## config.mk

```make
export PLATFORM = sky130hd
export DESIGN_NAME = adc_conv_sequencer
export DESIGN_NICKNAME = d
export VERILOG_FILES = /design/src/rtl/adc_seq_pkg.sv /design/src/rtl/adc_seq_timer.sv /design/src/rtl/adc_conv_sequencer.sv
export SDC_FILE = /design/constraint.sdc
export NUM_CORES = 1
export LEC_CHECK = 0
export ABC_AREA = 1
export CORE_MARGIN = 2
export CORE_UTILIZATION = 50
export DETAILED_ROUTE_END_ITERATION = 10
export PLACE_DENSITY = 0.75
export SLEW_MARGIN = 20
export SYNTH_ARGS = -nofsm -noshare
export SYNTH_HDL_FRONTEND = slang
export SYNTH_HIERARCHICAL = 1
export SYNTH_SLANG_ARGS = --single-unit
```

## constraint.sdc

```tcl
create_clock -name clk_adc -period 3.25 [get_ports clk_adc]
set_input_delay 0.65 -clock clk_adc [delete_from_list [all_inputs] [get_ports clk_adc]]
set_output_delay 0.65 -clock clk_adc [all_outputs]
set_load 0.01 [all_outputs]
```

## src/rtl/adc_seq_pkg.sv

```systemverilog
// adc_seq_pkg: shared FSM state type and default timing constants for the ADC conversion sequencer.
package adc_seq_pkg;
   typedef enum logic [1:0] {IDLE, CONV, READ, DONE} state_t;
   localparam int DEF_CONV_CYCLES    = 40;
   localparam int DEF_TIMEOUT_CYCLES = 1023;
endpackage

```

## src/rtl/adc_seq_timer.sv

```systemverilog
// adc_seq_timer: loadable down-counter that saturates at zero and flags when it has run out.
module adc_seq_timer #(
   parameter int W = 16
) (
   input  logic         clk_adc,
   input  logic         rst_n,
   input  logic         i_load,
   input  logic [W-1:0] i_value,
   output logic         o_zero
);
   logic [W-1:0] r_cnt;
   always_ff @(posedge clk_adc or negedge rst_n)
      if (!rst_n)
         r_cnt <= '0;
      else if (i_load)
         r_cnt <= i_value;
      else if (r_cnt != '0)
         r_cnt <= r_cnt - W'(1);
   assign o_zero = (r_cnt == '0);
endmodule

```

## src/rtl/adc_conv_sequencer.sv

```systemverilog
// adc_conv_sequencer: schedules ADC conversions, requests the SPI read-back and delivers samples.
// Define ADC_SEQ_AVG_EN to deliver the average of every 4 captured words instead of each word.
module adc_conv_sequencer
   import adc_seq_pkg::*;
#(
   parameter int DATA_WIDTH     = 16,
   parameter int CONV_CYCLES    = DEF_CONV_CYCLES,
   parameter int TIMEOUT_CYCLES = DEF_TIMEOUT_CYCLES
) (
   input  logic                  clk_adc,
   input  logic                  rst_n,
   input  logic                  enable_i,
   input  logic [15:0]           period_i,
   output logic                  adc_cnv_n_o,
   output logic                  spi_rd_req_o,
   input  logic [DATA_WIDTH-1:0] spi_data_i,
   input  logic                  spi_valid_i,
   output logic [DATA_WIDTH-1:0] sample_data_o,
   output logic                  sample_valid_o,
   output logic [15:0]           sample_cnt_o,
   output logic                  timeout_o,
   output logic                  busy_o
);
   localparam logic [15:0] CONV_LD = 16'(CONV_CYCLES - 1);
   localparam logic [15:0] TMO_LD  = 16'(TIMEOUT_CYCLES - 1);
   state_t                r_state, w_next;
   logic                  w_start, w_per_zero, w_tmr_load, w_tmr_zero;
   logic                  w_capture, w_timeout, w_deliver;
   logic [15:0]           w_per_value, w_tmr_value;
   logic [DATA_WIDTH-1:0] w_result;
   logic [DATA_WIDTH-1:0] r_data;
   logic [15:0]           r_cnt;
   logic                  r_valid, r_timeout, r_rd_req;
   // The period counter expires one cycle early so start-to-start spacing equals period_i.
   assign w_per_value = (period_i == 16'd0) ? 16'd0 : period_i - 16'd1;
   adc_seq_timer #(.W(16)) u_period (
      .clk_adc (clk_adc),
      .rst_n   (rst_n),
      .i_load  (w_start),
      .i_value (w_per_value),
      .o_zero  (w_per_zero)
   );
   // One timer serves both the conversion hold time and the read timeout.
   adc_seq_timer #(.W(16)) u_tmo (
      .clk_adc (clk_adc),
      .rst_n   (rst_n),
      .i_load  (w_tmr_load),
      .i_value (w_tmr_value),
      .o_zero  (w_tmr_zero)
   );
   always_ff @(posedge clk_adc or negedge rst_n)
      if (!rst_n)
         r_state <= IDLE;
      else
         r_state <= w_next;
   always_comb begin
      w_next      = r_state;
      w_start     = 1'b0;
      w_tmr_load  = 1'b0;
      w_tmr_value = '0;
      w_capture   = 1'b0;
      w_timeout   = 1'b0;
      case (r_state)
         IDLE: if (enable_i && w_per_zero) begin
            w_next      = CONV;
            w_start     = 1'b1;
            w_tmr_load  = 1'b1;
            w_tmr_value = CONV_LD;
         end
         CONV: if (w_tmr_zero) begin
            w_next      = READ;
            w_tmr_load  = 1'b1;
            w_tmr_value = TMO_LD;
         end
         READ: if (spi_valid_i) begin
            w_next    = DONE;
            w_capture = 1'b1;
         end else if (w_tmr_zero) begin
            w_next    = IDLE;
            w_timeout = 1'b1;
         end
         default: w_next = IDLE;
      endcase
   end
`ifdef ADC_SEQ_AVG_EN
   localparam int AW = DATA_WIDTH + 2;
   logic [AW-1:0] r_acc, w_sum;
   logic [1:0]    r_grp;
   assign w_sum     = r_acc + AW'(spi_data_i);
   assign w_deliver = w_capture && (r_grp == 2'd3);
   assign w_result  = w_sum[AW-1:2];
   always_ff @(posedge clk_adc or negedge rst_n)
      if (!rst_n) begin
         r_acc <= '0;
         r_grp <= '0;
      end else if (w_timeout || w_deliver) begin
         r_acc <= '0;
         r_grp <= '0;
      end else if (w_capture) begin
         r_acc <= w_sum;
         r_grp <= r_grp + 2'd1;
      end
`else
   assign w_deliver = w_capture;
   assign w_result  = spi_data_i;
`endif
   always_ff @(posedge clk_adc or negedge rst_n)
      if (!rst_n) begin
         r_data    <= '0;
         r_cnt     <= '0;
         r_valid   <= 1'b0;
         r_timeout <= 1'b0;
         r_rd_req  <= 1'b0;
      end else begin
         r_rd_req <= (r_state == CONV) && w_tmr_zero;
         r_valid  <= w_deliver;
         if (w_deliver) begin
            r_data <= w_result;
            r_cnt  <= r_cnt + 16'd1;
         end
         if (w_timeout)
            r_timeout <= 1'b1;
      end
   assign adc_cnv_n_o    = (r_state != CONV);
   assign busy_o         = (r_state != IDLE);
   assign spi_rd_req_o   = r_rd_req;
   assign sample_valid_o = r_valid;
   assign sample_data_o  = r_data;
   assign sample_cnt_o   = r_cnt;
   assign timeout_o      = r_timeout;
endmodule

```

==> qor.txt <==
CTS tree: built
first-pass GRT wire length: 17.36 mm
Post-Route WL: 10.02 mm
placed cell area: 5448 sq um
Sw Pwr: 1169 uW
worst-path cell chain: inv_1, ha_1, nand2_4, nor2_4, nand3_1, nor3_1, inv_1, o22ai_1, inv_1, or2_2, nand2_1, nor2_1
Final Slew Violations: 0
Hold Fails Final Rpt: 0
Total GRT Usage: 0.2131
cell row count: 35
Most common cell on crit path: inv_1
count leader, synth: nand2_1
Worst-path clk slew: 0.09 ns
Via density: 4.929
maximum vdd drop: 301.0 uV
Yosys warnings: 6
clk buf depth: 2
dominant cell type by area after synthesis: dfrtp_1
Hold Path Class: input pin to asynchronous set/reset pin
Seq/Total Area, Yosys: 0.3747
sequential share of power: 0.405
Final Cycle Share: 0.7718
Post-CTS Resized: 0
number of distinct library cells after synthesis: 34
CP top delay family: simple AND/OR/NAND/NOR gates
area added between synthesis and finish: 22.73%
hold_buf cts: 0
worst r2r dst: u_tmo/r_cnt[12]
Syn Inst Count: 636
RSZ-0062 raised after global routing: false
Clk pwr share: 0.240
Max-slew headroom: 0.5812
Tmin final: 2.508 ns
Via Count: 4106
power per cell area: 545.4 nW/um^2
Comb pwr share: 0.355
Avg WL per Cell: 12.02 um
Fmax: 398.7 MHz
ranking of synthesized cells by area: dfrtp_1 37%, nand2_1 19%, inv_1 6.0%
H-Tree Depth: 3
Critical-path top delay cell: dfrtp_1
status: finished clean
register area: 1727 sq um
WS Path Type: register to register
Initial Utilization: 0.5059
r2r worst-path depth: 12
CP Launch Type: register
Lkg Pwr: 0.002875 uW
worst path arrival time: 2.76 ns
Seq cells post-synth: 69
switching share of power: 0.3790
post-synthesis cell area: 4608 sq um
Worst Clk Skew: 0.01460 ns
Synth Flop Type: dfrtp_1
Max Cap Viol: 0
post-route ant nets: 0
fraction of layout cells with a size suffix above 1: 0.1260
total congestion overflow: 0
Worst Path Required: 3.51 ns
Setup Viol. Count Final: 0
Setup TNS Final: 0 ns
antenna violations before repair: 0
fillers: 790
Die Area: 10000 sq um
flop-to-flop setup slack: 0.74 ns
RR Startpoint: u_tmo/r_cnt[0]
Final nets: 757
HPWL after DPL: 7.711 mm
n_diodes: 0
Post-synth EDFFs: 0
Multi-input gate area: 2539 sq um
actual slew at the worst max-slew pin: 0.6282 ns
DRT Pass-1 Iters: 4
Die Y: 100 um
Avg Inst Size Synth: 7.246 sq um
Async S/R FF share, synth: 1.000
Ports: 73
Post-route DRC: 0
RePlAce Congestion: 0.8747
initial DRC count: 189
pin count of the biggest net entering global routing: 45
CTS Buf Count: 9
post-synth top area share: 0.3747
Worst-Skew Late Latency: 0.35 ns
PortBufs: 72
Int Power: 1915 uW
die width: 100 um
Synth top cells by count: 229 x nand2_1, 74 x inv_1, 69 x dfrtp_1, 65 x nor2_1, 37 x nand3_1
Max Fanout on Critical Path: 13
Design Area, Final: 5655 sq um
CP Buf/Inv Count: 3
core area: 9109 sq um
Crit. End Element: register
Post-CTS Setup Bufs: 0
Clock Sink Count: 69
vias in the first global route: 3927
final core utilization: 0.6209
Root Buffer: clkbuf_8
slowest cell delay on critical path: 0.40 ns
worst max-delay path by stage:
stage / end / start / cells past startpoint / slack, ns
2_1_floorplan: u_tmo/r_cnt[3] / u_tmo/r_cnt[0] / 13 / 0.94
5_1_grt: u_tmo/r_cnt[12] / u_tmo/r_cnt[0] / 12 / 0.53
3_5_place_dp: u_period/r_cnt[8] / period_i[0] / 11 / 0.63
3_3_place_gp: u_period/r_cnt[5] / period_i[0] / 11 / 0.69
6_report: u_tmo/r_cnt[12] / u_tmo/r_cnt[0] / 12 / 0.74
4_1_cts: u_tmo/r_cnt[12] / u_tmo/r_cnt[0] / 12 / 0.77
placed cells by master (no fill, tap or decap), types with 2 or more instances in the layout:
cell,count
nand2_1,229
inv_1,74
clkdlybuf4s50_1,71
dfrtp_1,69
nor2_1,65
nand3_1,37
nor2_2,21
xor2_1,16
o21ai_0,13
nor2_4,12
clkbuf_8,10
nand2_2,9
nand3b_1,9
xnor2_1,8
nand4_1,7
nand3_4,6
nor3_1,6
o21ai_1,6
o21bai_2,6
conb_1,6
a21oi_1,5
nand3_2,4
ha_1,4
or2_2,3
nor2_8,3
nand2_4,3
clkinvlp_4,3
buf_4,3
inv_2,2
o21bai_1,2
metrics by stage:
step | worst slack, ns | std cells | hold WS (ns) | total power (uW)
after detailed placement | 0.6296 | 817 | 0.4483 | 2359
after floorplan | 0.9409 | 641 | 0.3544 | 1971
after CTS | 0.7658 | 833 | 0.3251 | 3110
after global routing | 0.5274 | 833 | 0.3557 | 3318
after global placement | 0.6947 | 817 | 0.4621 | 2329
final | 0.7416 | 833 | 0.3023 | 3084
power by group through the flow:
stage / clock [uW] / combinational (uW) / sequential (uW)
after global routing: 794 / 1250 / 1280
after CTS: 757 / 1110 / 1250
final: 741 / 1090 / 1250
after detailed placement: 0 / 1100 / 1260
after global placement: 0 / 1070 / 1250
after floorplan: 0 / 714 / 1260
logic make-up (layout without fill, tap and decap cells):
| logic type | Yosys count | count (layout) | synth area share |
|---|---|---|---|
| fa+ha+maj | 4 | 4 | 0.01086 |
| buf+inv | 87 | 168 | 0.07847 |
| other cells | 1 | 6 | 0.0008138 |
| compound gates | 35 | 35 | 0.04833 |
| xor+xnor | 24 | 24 | 0.04561 |
| flops | 69 | 69 | 0.3747 |
| simple gates | 416 | 416 | 0.4412 |
layer usage:
metal  GRT usage  share of wire
met3     0.02716          0.028
met1      0.2705           0.45
met4     0.08535          0.024
met5           0              0
met2      0.3695           0.50
final cells by class:
cell class              count  share of cell area
repair buffers             76              0.1341
flip-flops and latches     69              0.3053
multi-input cells         485              0.4489
well taps                 111             0.02456
clock inverters             6             0.01239
inverters                  76             0.05044
clock buffers              10             0.02434
state kept, by name, indices dropped and copies added, names as in the netlist:
name	flops
sample_cnt_o	16
sample_data_o	16
u_period/r_cnt	16
u_tmo/r_cnt	16
r_state	2
sample_valid_o	1
spi_rd_req_o	1
timeout_o	1
worst register-to-register path: stages, from the launching register on:
cell and delay (ns):
dfrtp_1 0.40, inv_1 0.12, ha_1 0.27, nand2_4 0.11
nor2_4 0.13, nand3_1 0.10, nor3_1 0.22, inv_1 0.14
o22ai_1 0.22, inv_1 0.26, or2_2 0.35, nand2_1 0.07
nor2_1 0.04
Note: power is estimated with default switching activity, not from simulation.
